`config.mk`:
```
export PLATFORM = sky130hd
export DESIGN_NAME = wb_buffer_flat
export DESIGN_NICKNAME = d
export VERILOG_FILES = /design/src/rtl/wb_buffer_pkg.sv /design/src/rtl/wb_buffer_if.sv /design/src/rtl/wb_bypass_match.sv /design/src/rtl/wb_buffer.sv /design/src/flat_wrapper.sv
export SDC_FILE = /design/constraint.sdc
export NUM_CORES = 1
export LEC_CHECK = 0
export ABC_AREA = 1
export BUFFER_PORTS_ARGS = -buffer_cell sky130_fd_sc_hd__buf_2
export CAP_MARGIN = 20
export CORE_MARGIN = 10
export CORE_UTILIZATION = 23
export CTS_CLUSTER_DIAMETER = 80
export DETAILED_ROUTE_END_ITERATION = 16
export REMOVE_ABC_BUFFERS = 1
export SYNTH_ARGS = -nofsm -noshare
export SYNTH_HDL_FRONTEND = slang
export SYNTH_SLANG_ARGS = --single-unit
```
`constraint.sdc`:
```
create_clock -name clk -period 10.4 [get_ports clk]
set_input_delay 2.08 -clock clk [delete_from_list [all_inputs] [get_ports clk]]
set_output_delay 2.08 -clock clk [all_outputs]
set_load 0.02 [all_outputs]
```
`src/rtl/wb_buffer_pkg.sv`:
```
// Shared RISC-V register-file constants and helpers for the write-back buffer.
package wb_buffer_pkg;

    localparam int unsigned DATA_WIDTH = 32;
    localparam int unsigned ADDR_WIDTH = 5;

    // x0 is hardwired to zero, so writes to it are never buffered or bypassed.
    localparam logic [ADDR_WIDTH-1:0] ZERO_REG = '0;

    function automatic int unsigned cnt_width(input int unsigned depth);
        return $clog2(depth) + 1;
    endfunction

endpackage

```
`src/rtl/wb_buffer_if.sv`:
```
// Pipeline, register-file and bypass signals of the write-back buffer.
interface wb_buffer_if
    import wb_buffer_pkg::cnt_width;
#(
    parameter int unsigned DATA_WIDTH = wb_buffer_pkg::DATA_WIDTH,
    parameter int unsigned ADDR_WIDTH = wb_buffer_pkg::ADDR_WIDTH,
    parameter int unsigned DEPTH      = 4
);

    localparam int unsigned CNT_W = cnt_width(DEPTH);

    logic                  wr_valid;
    logic [ADDR_WIDTH-1:0] wr_rd;
    logic [DATA_WIDTH-1:0] wr_data;
    logic                  wr_ready;

    logic                  rf_stall;
    logic                  rf_we;
    logic [ADDR_WIDTH-1:0] rf_waddr;
    logic [DATA_WIDTH-1:0] rf_wdata;

    logic [ADDR_WIDTH-1:0] rs1_addr;
    logic [ADDR_WIDTH-1:0] rs2_addr;
    logic                  rs1_hit;
    logic                  rs2_hit;
    logic [DATA_WIDTH-1:0] rs1_data;
    logic [DATA_WIDTH-1:0] rs2_data;

    logic [CNT_W-1:0]      count;

    modport master (
        output wr_valid, wr_rd, wr_data, rf_stall, rs1_addr, rs2_addr,
        input  wr_ready, rf_we, rf_waddr, rf_wdata, rs1_hit, rs2_hit, rs1_data, rs2_data, count
    );

    modport slave (
        input  wr_valid, wr_rd, wr_data, rf_stall, rs1_addr, rs2_addr,
        output wr_ready, rf_we, rf_waddr, rf_wdata, rs1_hit, rs2_hit, rs1_data, rs2_data, count
    );

endinterface

```
`src/rtl/wb_bypass_match.sv`:
```
// Youngest-match search over the occupied write-back entries for one read port.
module wb_bypass_match
    import wb_buffer_pkg::ZERO_REG;
#(
    parameter int unsigned DATA_WIDTH = wb_buffer_pkg::DATA_WIDTH,
    parameter int unsigned ADDR_WIDTH = wb_buffer_pkg::ADDR_WIDTH,
    parameter int unsigned DEPTH      = 4,
    localparam int unsigned PTR_W     = $clog2(DEPTH)
) (
    input  logic [ADDR_WIDTH-1:0]             addr,
    input  logic [DEPTH-1:0][ADDR_WIDTH-1:0]  entry_rd,
    input  logic [DEPTH-1:0][DATA_WIDTH-1:0]  entry_data,
    input  logic [DEPTH-1:0]                  entry_valid,
    input  logic [PTR_W-1:0]                  rd_ptr,
    output logic                              hit,
    output logic [DATA_WIDTH-1:0]             data
);

    logic [PTR_W-1:0] slot;

    // Walk from oldest to youngest so the last match seen wins.
    always_comb begin
        hit  = 1'b0;
        data = '0;
        slot = '0;
        for (int k = 0; k < int'(DEPTH); k++) begin
            slot = rd_ptr + PTR_W'(k);
            if (entry_valid[slot] && (entry_rd[slot] == addr) &&
                (addr != ADDR_WIDTH'(ZERO_REG))) begin
                hit  = 1'b1;
                data = entry_data[slot];
            end
        end
    end

endmodule

```
`src/rtl/wb_buffer.sv`:
```
// Circular write-back buffer between the pipeline and the register-file write port,
// with combinational bypass of pending writes to two read ports.
module wb_buffer
    import wb_buffer_pkg::ZERO_REG;
#(
    parameter int unsigned DATA_WIDTH = wb_buffer_pkg::DATA_WIDTH,
    parameter int unsigned ADDR_WIDTH = wb_buffer_pkg::ADDR_WIDTH,
    parameter int unsigned DEPTH      = 4
) (
    input logic        clk,
    input logic        rst,
    wb_buffer_if.slave bus
);

    localparam int unsigned PTR_W = $clog2(DEPTH);
    localparam int unsigned CNT_W = PTR_W + 1;
    localparam logic [CNT_W-1:0] FULL = CNT_W'(DEPTH);

    logic [DEPTH-1:0][ADDR_WIDTH-1:0] rd_mem;
    logic [DEPTH-1:0][DATA_WIDTH-1:0] data_mem;

    logic [PTR_W-1:0] wr_ptr_q, wr_ptr_d;
    logic [PTR_W-1:0] rd_ptr_q, rd_ptr_d;
    logic [CNT_W-1:0] count_q, count_d;

    logic             ready;
    logic             not_empty;
    logic             enq;
    logic             deq;
    logic [DEPTH-1:0] slot_valid;
    logic [PTR_W-1:0] age;

    always_comb begin
        not_empty = (count_q != '0);
        // Ready comes from the registered count only, so a dequeue from full
        // frees a slot for the following cycle, not this one.
        ready     = (count_q != FULL);
        deq       = not_empty && !bus.rf_stall;
        enq       = bus.wr_valid && ready && (bus.wr_rd != ADDR_WIDTH'(ZERO_REG));

        wr_ptr_d  = enq ? wr_ptr_q + PTR_W'(1) : wr_ptr_q;
        rd_ptr_d  = deq ? rd_ptr_q + PTR_W'(1) : rd_ptr_q;
        count_d   = count_q + CNT_W'(enq) - CNT_W'(deq);
    end

    always_comb begin
        bus.wr_ready = ready;
        bus.rf_we    = deq;
        bus.count    = count_q;
        bus.rf_waddr = '0;
        bus.rf_wdata = '0;
        if (not_empty) begin
            bus.rf_waddr = rd_mem[rd_ptr_q];
            bus.rf_wdata = data_mem[rd_ptr_q];
        end
    end

    // A slot is occupied when its distance from the read pointer is below the count.
    always_comb begin
        slot_valid = '0;
        age        = '0;
        for (int i = 0; i < int'(DEPTH); i++) begin
            age           = PTR_W'(i) - rd_ptr_q;
            slot_valid[i] = ({1'b0, age} < count_q);
        end
    end

    always_ff @(posedge clk) begin
        if (rst) begin
            wr_ptr_q <= '0;
            rd_ptr_q <= '0;
            count_q  <= '0;
        end else begin
            wr_ptr_q <= wr_ptr_d;
            rd_ptr_q <= rd_ptr_d;
            count_q  <= count_d;
        end
    end

    // Storage is left uncleared; occupancy alone decides what is visible.
    always_ff @(posedge clk) begin
        if (enq) begin
            rd_mem[wr_ptr_q]   <= bus.wr_rd;
            data_mem[wr_ptr_q] <= bus.wr_data;
        end
    end

    wb_bypass_match #(
        .DATA_WIDTH (DATA_WIDTH),
        .ADDR_WIDTH (ADDR_WIDTH),
        .DEPTH      (DEPTH)
    ) u_match_rs1 (
        .addr        (bus.rs1_addr),
        .entry_rd    (rd_mem),
        .entry_data  (data_mem),
        .entry_valid (slot_valid),
        .rd_ptr      (rd_ptr_q),
        .hit         (bus.rs1_hit),
        .data        (bus.rs1_data)
    );

    wb_bypass_match #(
        .DATA_WIDTH (DATA_WIDTH),
        .ADDR_WIDTH (ADDR_WIDTH),
        .DEPTH      (DEPTH)
    ) u_match_rs2 (
        .addr        (bus.rs2_addr),
        .entry_rd    (rd_mem),
        .entry_data  (data_mem),
        .entry_valid (slot_valid),
        .rd_ptr      (rd_ptr_q),
        .hit         (bus.rs2_hit),
        .data        (bus.rs2_data)
    );

endmodule

```
`src/flat_wrapper.sv`:
```
// flat-port wrapper written by rule: the top's interface ports become plain ports
module wb_buffer_flat import wb_buffer_pkg::ZERO_REG;
#(
    parameter int unsigned DATA_WIDTH = wb_buffer_pkg::DATA_WIDTH,
    parameter int unsigned ADDR_WIDTH = wb_buffer_pkg::ADDR_WIDTH,
    parameter int unsigned DEPTH      = 4
)
  (clk, rst, bus_wr_valid, bus_wr_rd, bus_wr_data, bus_rf_stall, bus_rs1_addr, bus_rs2_addr, bus_wr_ready, bus_rf_we, bus_rf_waddr, bus_rf_wdata, bus_rs1_hit, bus_rs2_hit, bus_rs1_data, bus_rs2_data, bus_count);
  wb_buffer_if #(.DATA_WIDTH(DATA_WIDTH), .ADDR_WIDTH(ADDR_WIDTH), .DEPTH(DEPTH)) bus_i ();
  input logic clk;
  input logic rst;
  input wire logic [$bits(bus_i.wr_valid)-1:0] bus_wr_valid;
  input wire logic [$bits(bus_i.wr_rd)-1:0] bus_wr_rd;
  input wire logic [$bits(bus_i.wr_data)-1:0] bus_wr_data;
  input wire logic [$bits(bus_i.rf_stall)-1:0] bus_rf_stall;
  input wire logic [$bits(bus_i.rs1_addr)-1:0] bus_rs1_addr;
  input wire logic [$bits(bus_i.rs2_addr)-1:0] bus_rs2_addr;
  output wire logic [$bits(bus_i.wr_ready)-1:0] bus_wr_ready;
  output wire logic [$bits(bus_i.rf_we)-1:0] bus_rf_we;
  output wire logic [$bits(bus_i.rf_waddr)-1:0] bus_rf_waddr;
  output wire logic [$bits(bus_i.rf_wdata)-1:0] bus_rf_wdata;
  output wire logic [$bits(bus_i.rs1_hit)-1:0] bus_rs1_hit;
  output wire logic [$bits(bus_i.rs2_hit)-1:0] bus_rs2_hit;
  output wire logic [$bits(bus_i.rs1_data)-1:0] bus_rs1_data;
  output wire logic [$bits(bus_i.rs2_data)-1:0] bus_rs2_data;
  output wire logic [$bits(bus_i.count)-1:0] bus_count;
  assign bus_i.wr_valid = bus_wr_valid;
  assign bus_i.wr_rd = bus_wr_rd;
  assign bus_i.wr_data = bus_wr_data;
  assign bus_i.rf_stall = bus_rf_stall;
  assign bus_i.rs1_addr = bus_rs1_addr;
  assign bus_i.rs2_addr = bus_rs2_addr;
  assign bus_wr_ready = bus_i.wr_ready;
  assign bus_rf_we = bus_i.rf_we;
  assign bus_rf_waddr = bus_i.rf_waddr;
  assign bus_rf_wdata = bus_i.rf_wdata;
  assign bus_rs1_hit = bus_i.rs1_hit;
  assign bus_rs2_hit = bus_i.rs2_hit;
  assign bus_rs1_data = bus_i.rs1_data;
  assign bus_rs2_data = bus_i.rs2_data;
  assign bus_count = bus_i.count;
  wb_buffer #(.DATA_WIDTH(DATA_WIDTH), .ADDR_WIDTH(ADDR_WIDTH), .DEPTH(DEPTH)) u_core (.clk(clk), .rst(rst), .bus(bus_i));
endmodule
```
==> impl_metrics.csv, run 1 <==
group,metric,value,unit
critical_path,arrival,6000,ps
place,post_dp_cell_area,0.0142,mm^2
pwr,p_leak,0.00733,uW
cells_and_area,area_growth,14.5,%
floorplan,dieArea,0.0663,mm^2
clock_network,h-tree-depth,4,
place,portBuffers,158,
drt,via_count,13017,
floorplan,die_h,257,um
cells_and_area,nets,2210,
outcome,outcome,"finished clean",
global_route,grt_max_degree,113,
yosys,synth_area,0.0130,mm^2
critical_path,path_max_fanout,108,
critical_path,critical_path_class,"flip-flop to output port",
place,dpl.hpwl,32100,um
drt,routed_via_density,4.47,
drt,drt-wirelength-per-cell,16.1,um
yosys,yosysWarnings,0,
floorplan,core_area,0.0554,mm^2
yosys,ys_types,33,
clock_network,clk_latency,450,ps
clock_network,ctsHoldBuffers,0,
job,maxCapViolations,0,
drt,dr.pass1.iters,5,
yosys,yosysTopAreaCellShare,34.3,%
timing,setup-violations-final,0,
yosys,yosysMostFrequentCell,"nand2_1",
critical_path,end_kind,"output port",
clock_network,clockBufferDepth,2,
clock_network,cts_setup_buffers,0,
clock_network,clock-sinks,155,
timing,hold_violations,0,
yosys,seq_area_frac_synth,35.3,%
clock_network,path_clk_slew,60,ps
yosys,syn_inst,2084,
floorplan,fp-row-count,86,
yosys,postSynthAreaPerCell,6.22,um^2
yosys,synth_edf_count,148,
timing,period_needed,8080,ps
floorplan,die_x,257,um
critical_path,crit_required,8320,ps
yosys,ys_seq_elements,155,
timing,skew,7.27,ps
yosys,yosys-top-cells-area,"edfxtp_1 (34%), nand2_1 (25%), nand3_1 (10%), o21ai_0 (8.6%), inv_1 (7.6%)",
floorplan,ios,159,
global_route,grt_usage,13.9,%
place,place_congestion,0.839,
timing,rsz0062_at_grt,"false",
global_route,grt_remaining_overflow,0,
timing,max_slew.worst_pin.slew,1190,ps
cells_and_area,drive_gt1_share,11.3,%
drt,wl,46800,um
cells_and_area,n_fill_cell,6211,
drt,final_antenna_net_count,0,
yosys,ys.flop_type,"edfxtp_1",
timing,finalCritPeriodShare,77.6,%
clock_network,root_buffer,"clkbuf_16",
cells_and_area,final_area,0.0149,mm^2
pwr,irDropWorstVdd,0.000138,V
drt,drt_iter0_markers,845,
global_route,antenna_found_initial,4,
cells_and_area,finalCoreUtilization,26.8,%
pwr,power_density,258,mW/mm^2
timing,max_slew_margin,20.2,%
drt,drc_errors,0,
critical_path,start_kind,"flip-flop",
yosys,synthTopCellsByCount,"nand2_1 (873), nand3_1 (269), inv_1 (264)",
pwr,finalPower,3830,uW
yosys,yosysTopAreaCell,"edfxtp_1",
clock_network,cts_tree,"done",
clock_network,postCtsResizedCells,0,
clock_network,cts_made_buffers,17,
floorplan,start_util,23.4,%
min_path,hp-class,"flip-flop to flip-flop",
timing,achievable-frequency,124,MHz
yosys,synth-async-reset-ratio,0,%
global_route,grt_pass1_vias,11962,
timing,slew_viol_final,0,
global_route,grt_pass1_wl,70700,um
power breakdown:
| group | leakage [uW] | switching (uW) | internal (uW) | total, uW |
|---|---|---|---|---|
| logic | 0.00566 | 1810 | 607 | 2420 |
| clock network | 0.000256 | 255 | 340 | 595 |
| registers | 0.00141 | 56.3 | 761 | 817 |
| total | 0.00733 | 2120 | 1710 | 3830 |
flip-flops by register name, indices dropped and copies added, names as in the netlist:
register,flops
u_core.data_mem,128
u_core.bus.count,3
u_core.wr_ptr_q,2
u_core.rd_mem,20
u_core.rd_ptr_q,2
kinds of logic after synthesis:
group                      share of synthesized area [%]
AOI/OAI and AO/OA                                   11.1
xor gates and xnor gates                           0.338
adders and majority gates                           1.12
buffers and inverters                               13.1
DFF                                                 35.3
and+or+nand+nor                                     39.0
metrics by stage:
step	setup TNS [ps]	setup slack [ps]	instances	hold slack, ps
5_1_grt	0	1760	2909	586
4_1_cts	0	2390	2907	535
3_3_place_gp	0	2920	2875	519
2_1_floorplan	-43830	-701	1952	490
6_report	0	2320	2911	532
3_5_place_dp	0	2890	2875	525
path summary, 6_finish.rpt:
path / slack, ps / depth (start not counted) / end / start
hold / removal: 530 / 2 / u_core.wr_ptr_q[1] / u_core.wr_ptr_q[1]
hold reg to reg: 530 / 2 / u_core.wr_ptr_q[1] / u_core.wr_ptr_q[1]
setup / recovery: 2320 / 18 / bus_rs2_data[1] / u_core.rd_ptr_q[0]
setup reg to reg: 7440 / 5 / u_core.data_mem[94] / u_core.bus.count[1]
layout make-up:
class	count	area, um^2	area share, %
clock buffer	22	464	3.13
timing repair buffer	177	973	6.55
sequential	155	4590	30.9
inverter	268	1010	6.79
antenna	2	5.00	0.0337
tap	748	936	6.30
clock inverter	10	93.8	0.632
multi-input combinational	1529	6780	45.6
per-layer routing:
metal	up-vias	wire, um	track usage [%]
met4	6	956	5.10
met2	412	21300	22.4
met5	-	40	0
met3	61	3540	3.63
li1	6744	-	-
met1	5794	21000	17.4
worst max-delay path, stage by stage, from the launching register on:
cell     delay, ps
dfxtp_4        730
buf_4          760
nand2_2        140
nand2_4        440
ha_1           330
inv_1           50
nor2_1          30
nand2_1        100
nand3_1         90
nand3_1        100
o21ai_1        150
nor2_4         900
nand2_2        850
nand2_1        250
nand2_1         70
nand2_1         60
nand2_1         70
nand2_1        120
buf_2          190
placed cells by master, fill, tap and decap left out, drive strengths merged:
cell type  netlist  routed
a21boi           1       1
a21oi            9       9
buf             99     177
bufinv           0       1
clkbuf          33      22
clkinv           0       4
clkinvlp         0       5
dfxtp            7       7
diode            0       2
edfxtp         148     148
fa               1       1
ha              10      10
inv            268     268
nand2          883     883
nand3          270     270
nand3b           1       1
nand4            3       3
nor2            67      67
nor3             3       3
o211ai           2       2
o21ai          273     273
or2              1       1
xnor2            1       1
xor2             4       4
Note: power is estimated with default switching activity, not from simulation.
==> run 2: changes to the inputs <==
--- a/config.mk
+++ b/config.mk
@@ -5,7 +5,7 @@
 export SDC_FILE = /design/constraint.sdc
 export NUM_CORES = 1
 export LEC_CHECK = 0
-export ABC_AREA = 1
+export ABC_AREA = 0
 export BUFFER_PORTS_ARGS = -buffer_cell sky130_fd_sc_hd__buf_2
 export CAP_MARGIN = 20
 export CORE_MARGIN = 10
==> constraint.sdc (replaced) <==
create_clock -name clk -period 8 [get_ports clk]
set_input_delay 1.6 -clock clk [delete_from_list [all_inputs] [get_ports clk]]
set_output_delay 1.6 -clock clk [all_outputs]
set_load 0.02 [all_outputs]
==> impl_metrics.csv, run 2 <==
group,metric,value,unit
timing,rsz0062_at_grt,"false",
yosys,yosys-top-cells-area,"edfxtp_1 (40%), mux2i_1 (12%), mux2_2 (4.1%), nand2_1 (4.1%), a31oi_1 (3.6%)",
timing,setup_tns,0,ps
floorplan,fp-row-count,80,
cells_and_area,layout_commonest_cell,"buf_2",
yosys,synthAdderAreaFrac,1.30,%
drt,dr_wl_met3,4160,um
timing,finalCritPeriodShare,82.5,%
yosys,yosysMostFrequentCell,"edfxtp_1",
yosys,synth_area,0.0111,mm^2
timing,max_slew.worst_pin.slew,1080,ps
global_route,grt_pass1_vias,9617,
critical_path,slowest_delay,840,ps
floorplan,core_area,0.0478,mm^2
drt,maxUsedRoutingLayer,"met5",
pwr,intPower,2250,uW
clock_network,cts_tree,"done",
global_route,grt_pass1_wl,60300,um
yosys,synth_compound_area_share,14.4,%
cells_and_area,nets,1275,
floorplan,dieArea,0.0576,mm^2
floorplan,start_util,23.3,%
critical_path,path_max_fanout,50,
cells_and_area,largest_reg_flops,128,
place,place_congestion,0.819,
yosys,synth-async-reset-ratio,0,%
pwr,power_density,317,mW/mm^2
pwr,power_frac_seq,25.9,%
clock_network,root_buffer,"clkbuf_16",
global_route,grt_remaining_overflow,0,
clock_network,postCtsResizedCells,0,
critical_path,path_cells,"buf_4 -> mux4_2 -> xnor2_1 -> o2111ai_2 -> nor3_4 -> nor3_2 -> buf_4 -> a222oi_1 -> buf_2",
yosys,ys_seq_elements,155,
drt,dr.pass1.iters,8,
yosys,synthMuxAreaShare,19.5,%
clock_network,clockBufferDepth,2,
cells_and_area,regMostFlops,"u_core.data_mem",
yosys,seq_area_frac_synth,41.2,%
pwr,p_leak,0.00471,uW
drt,met2WireLength,18700,um
yosys,synth_edf_count,148,
global_route,grt_max_degree,80,
place,portBuffers,158,
yosys,yosys.area_share.simple,14.3,%
clock_network,clock-sinks,155,
drt,routed_via_density,5.29,
floorplan,die_x,240,um
outcome,outcome,"finished clean",
clock_network,h-tree-depth,4,
drt,drt_iter0_markers,1054,
cells_and_area,final_area,0.0130,mm^2
critical_path,slowest_stage,"nor3_4",
drt,wl,41200,um
critical_path,arrival,5000,ps
clock_network,clk_latency,460,ps
critical_path,crit_top_cell,"buf_4",
timing,skew,15.2,ps
critical_path,crit_required,6400,ps
timing,slew_viol_final,0,
critical_path,critical_path_class,"flip-flop to output port",
drt,m1WireLength,17300,um
yosys,synthTopCellsByCount,"edfxtp_1 (148), mux2i_1 (132), nand2_1 (122)",
yosys,ys_types,55,
critical_path,start_kind,"flip-flop",
timing,period_needed,6600,ps
yosys,postSynthAreaPerCell,9.95,um^2
pwr,switching_share,45.6,%
clock_network,cts_setup_buffers,0,
global_route,grt_usage,14.0,%
clock_network,cts_made_buffers,17,
pwr,irDropWorstVdd,0.000124,V
yosys,yosysTopAreaCell,"edfxtp_1",
yosys,synth_xor_area_share,3.30,%
drt,drc_errors,0,
pwr,clkPwrFrac,19.9,%
global_route,antenna_found_initial,9,
cells_and_area,drive_gt1_share,24.1,%
cells_and_area,final_cell_mix,"buf_2 (158), edfxtp_1 (148), mux2i_1 (132), nand2_1 (121), nor2_1 (81)",
clock_network,path_clk_slew,60,ps
pwr,p_comb_share,54.2,%
place,dpl.hpwl,27500,um
timing,hold_violations,0,
yosys,syn_inst,1119,
job,maxCapViolations,0,
min_path,hp-class,"flip-flop to flip-flop",
cells_and_area,area_growth,17.1,%
floorplan,ios,159,
drt,drt-wirelength-per-cell,22.3,um
drt,final_antenna_net_count,0,
timing,setup-violations-final,0,
yosys,yosysWarnings,0,
clock_network,ctsHoldBuffers,0,
drt,via_count,9759,
critical_path,end_kind,"output port",
timing,max_slew_margin,28.2,%
yosys,ys.flop_type,"edfxtp_1",
place,post_dp_cell_area,0.0124,mm^2
yosys,yosysTopAreaCellShare,39.9,%
floorplan,die_h,240,um
cells_and_area,finalCoreUtilization,27.3,%
yosys,synth_top_family_by_area,"multiplexers",
timing,achievable-frequency,152,MHz
cells_and_area,n_fill_cell,5035,
pwr,p_sw,1890,uW
## run 2: critical path: cells and delay by family, from the launching register on
family | cells | cell delay, ps
buffers and inverters | 3 | 1180
and+or+nand+nor | 2 | 1140
AOI/OAI and AO/OA | 2 | 750
muxes | 1 | 620
DFF | 1 | 580
xor gates and xnor gates | 1 | 240
## run 2: cell families (layout without fill, tap and decap cells)
| logic type | after synthesis | in the layout |
|---|---|---|
| flops | 155 | 155 |
| other cells | 0 | 5 |
| fa+ha+maj | 11 | 11 |
| buf+inv | 145 | 252 |
| mux | 190 | 190 |
| xor+xnor | 42 | 42 |
| simple gates | 346 | 346 |
| compound gates | 230 | 230 |
## run 2: worst paths after layout
kind | to | cells past startpoint | slack (ps) | from
setup / recovery | bus_rs1_data[2] | 9 | 1400 | u_core.rd_ptr_q[1]
hold / removal | u_core.wr_ptr_q[1] | 2 | 570 | u_core.wr_ptr_q[1]
setup reg to reg | u_core.bus.count[2] | 11 | 4980 | u_core.bus.count[2]
hold reg to reg | u_core.wr_ptr_q[1] | 2 | 570 | u_core.wr_ptr_q[1]
## run 2: power groups by stage
stage,logic (uW),clock network [uW],registers (uW)
2_1_floorplan,1520,0,1190
3_3_place_gp,2200,0,1080
3_5_place_dp,2230,0,1090
4_1_cts,2240,842,1070
5_1_grt,2410,870,1090
6_report,2240,822,1070
## run 2: final cells by class
type / count / area (um^2) / area share [%]
Antenna cell: 5 / 12.5 / 0.0959
Clock buffer: 26 / 499 / 3.83
Clock inverter: 6 / 87.6 / 0.672
Inverter: 38 / 145 / 1.11
Multi-Input combinational cell: 819 / 5970 / 45.7
Sequential cell: 155 / 4590 / 35.2
Tap cell: 615 / 769 / 5.90
Timing Repair Buffer: 182 / 971 / 7.44
## run 2: stage by stage
| stage | hold slack [ps] | std cells | power (uW) | setup WS (ps) |
|---|---|---|---|---|
| CTS | 570 | 1841 | 4150 | 1380 |
| global route | 596 | 1841 | 4370 | 1130 |
| floorplan | 514 | 1012 | 2710 | -2810 |
| detailed placement | 561 | 1809 | 3320 | 1720 |
| global placement | 539 | 1809 | 3290 | 1760 |
| finish | 571 | 1846 | 4140 | 1400 |
## run 2: routing by layer
layer | up-vias | global-route usage, %
met5 | - | 0
met4 | 10 | 4.85
met3 | 67 | 4.63
met2 | 559 | 22.2
met1 | 4709 | 17.6
li1 | 4414 | -
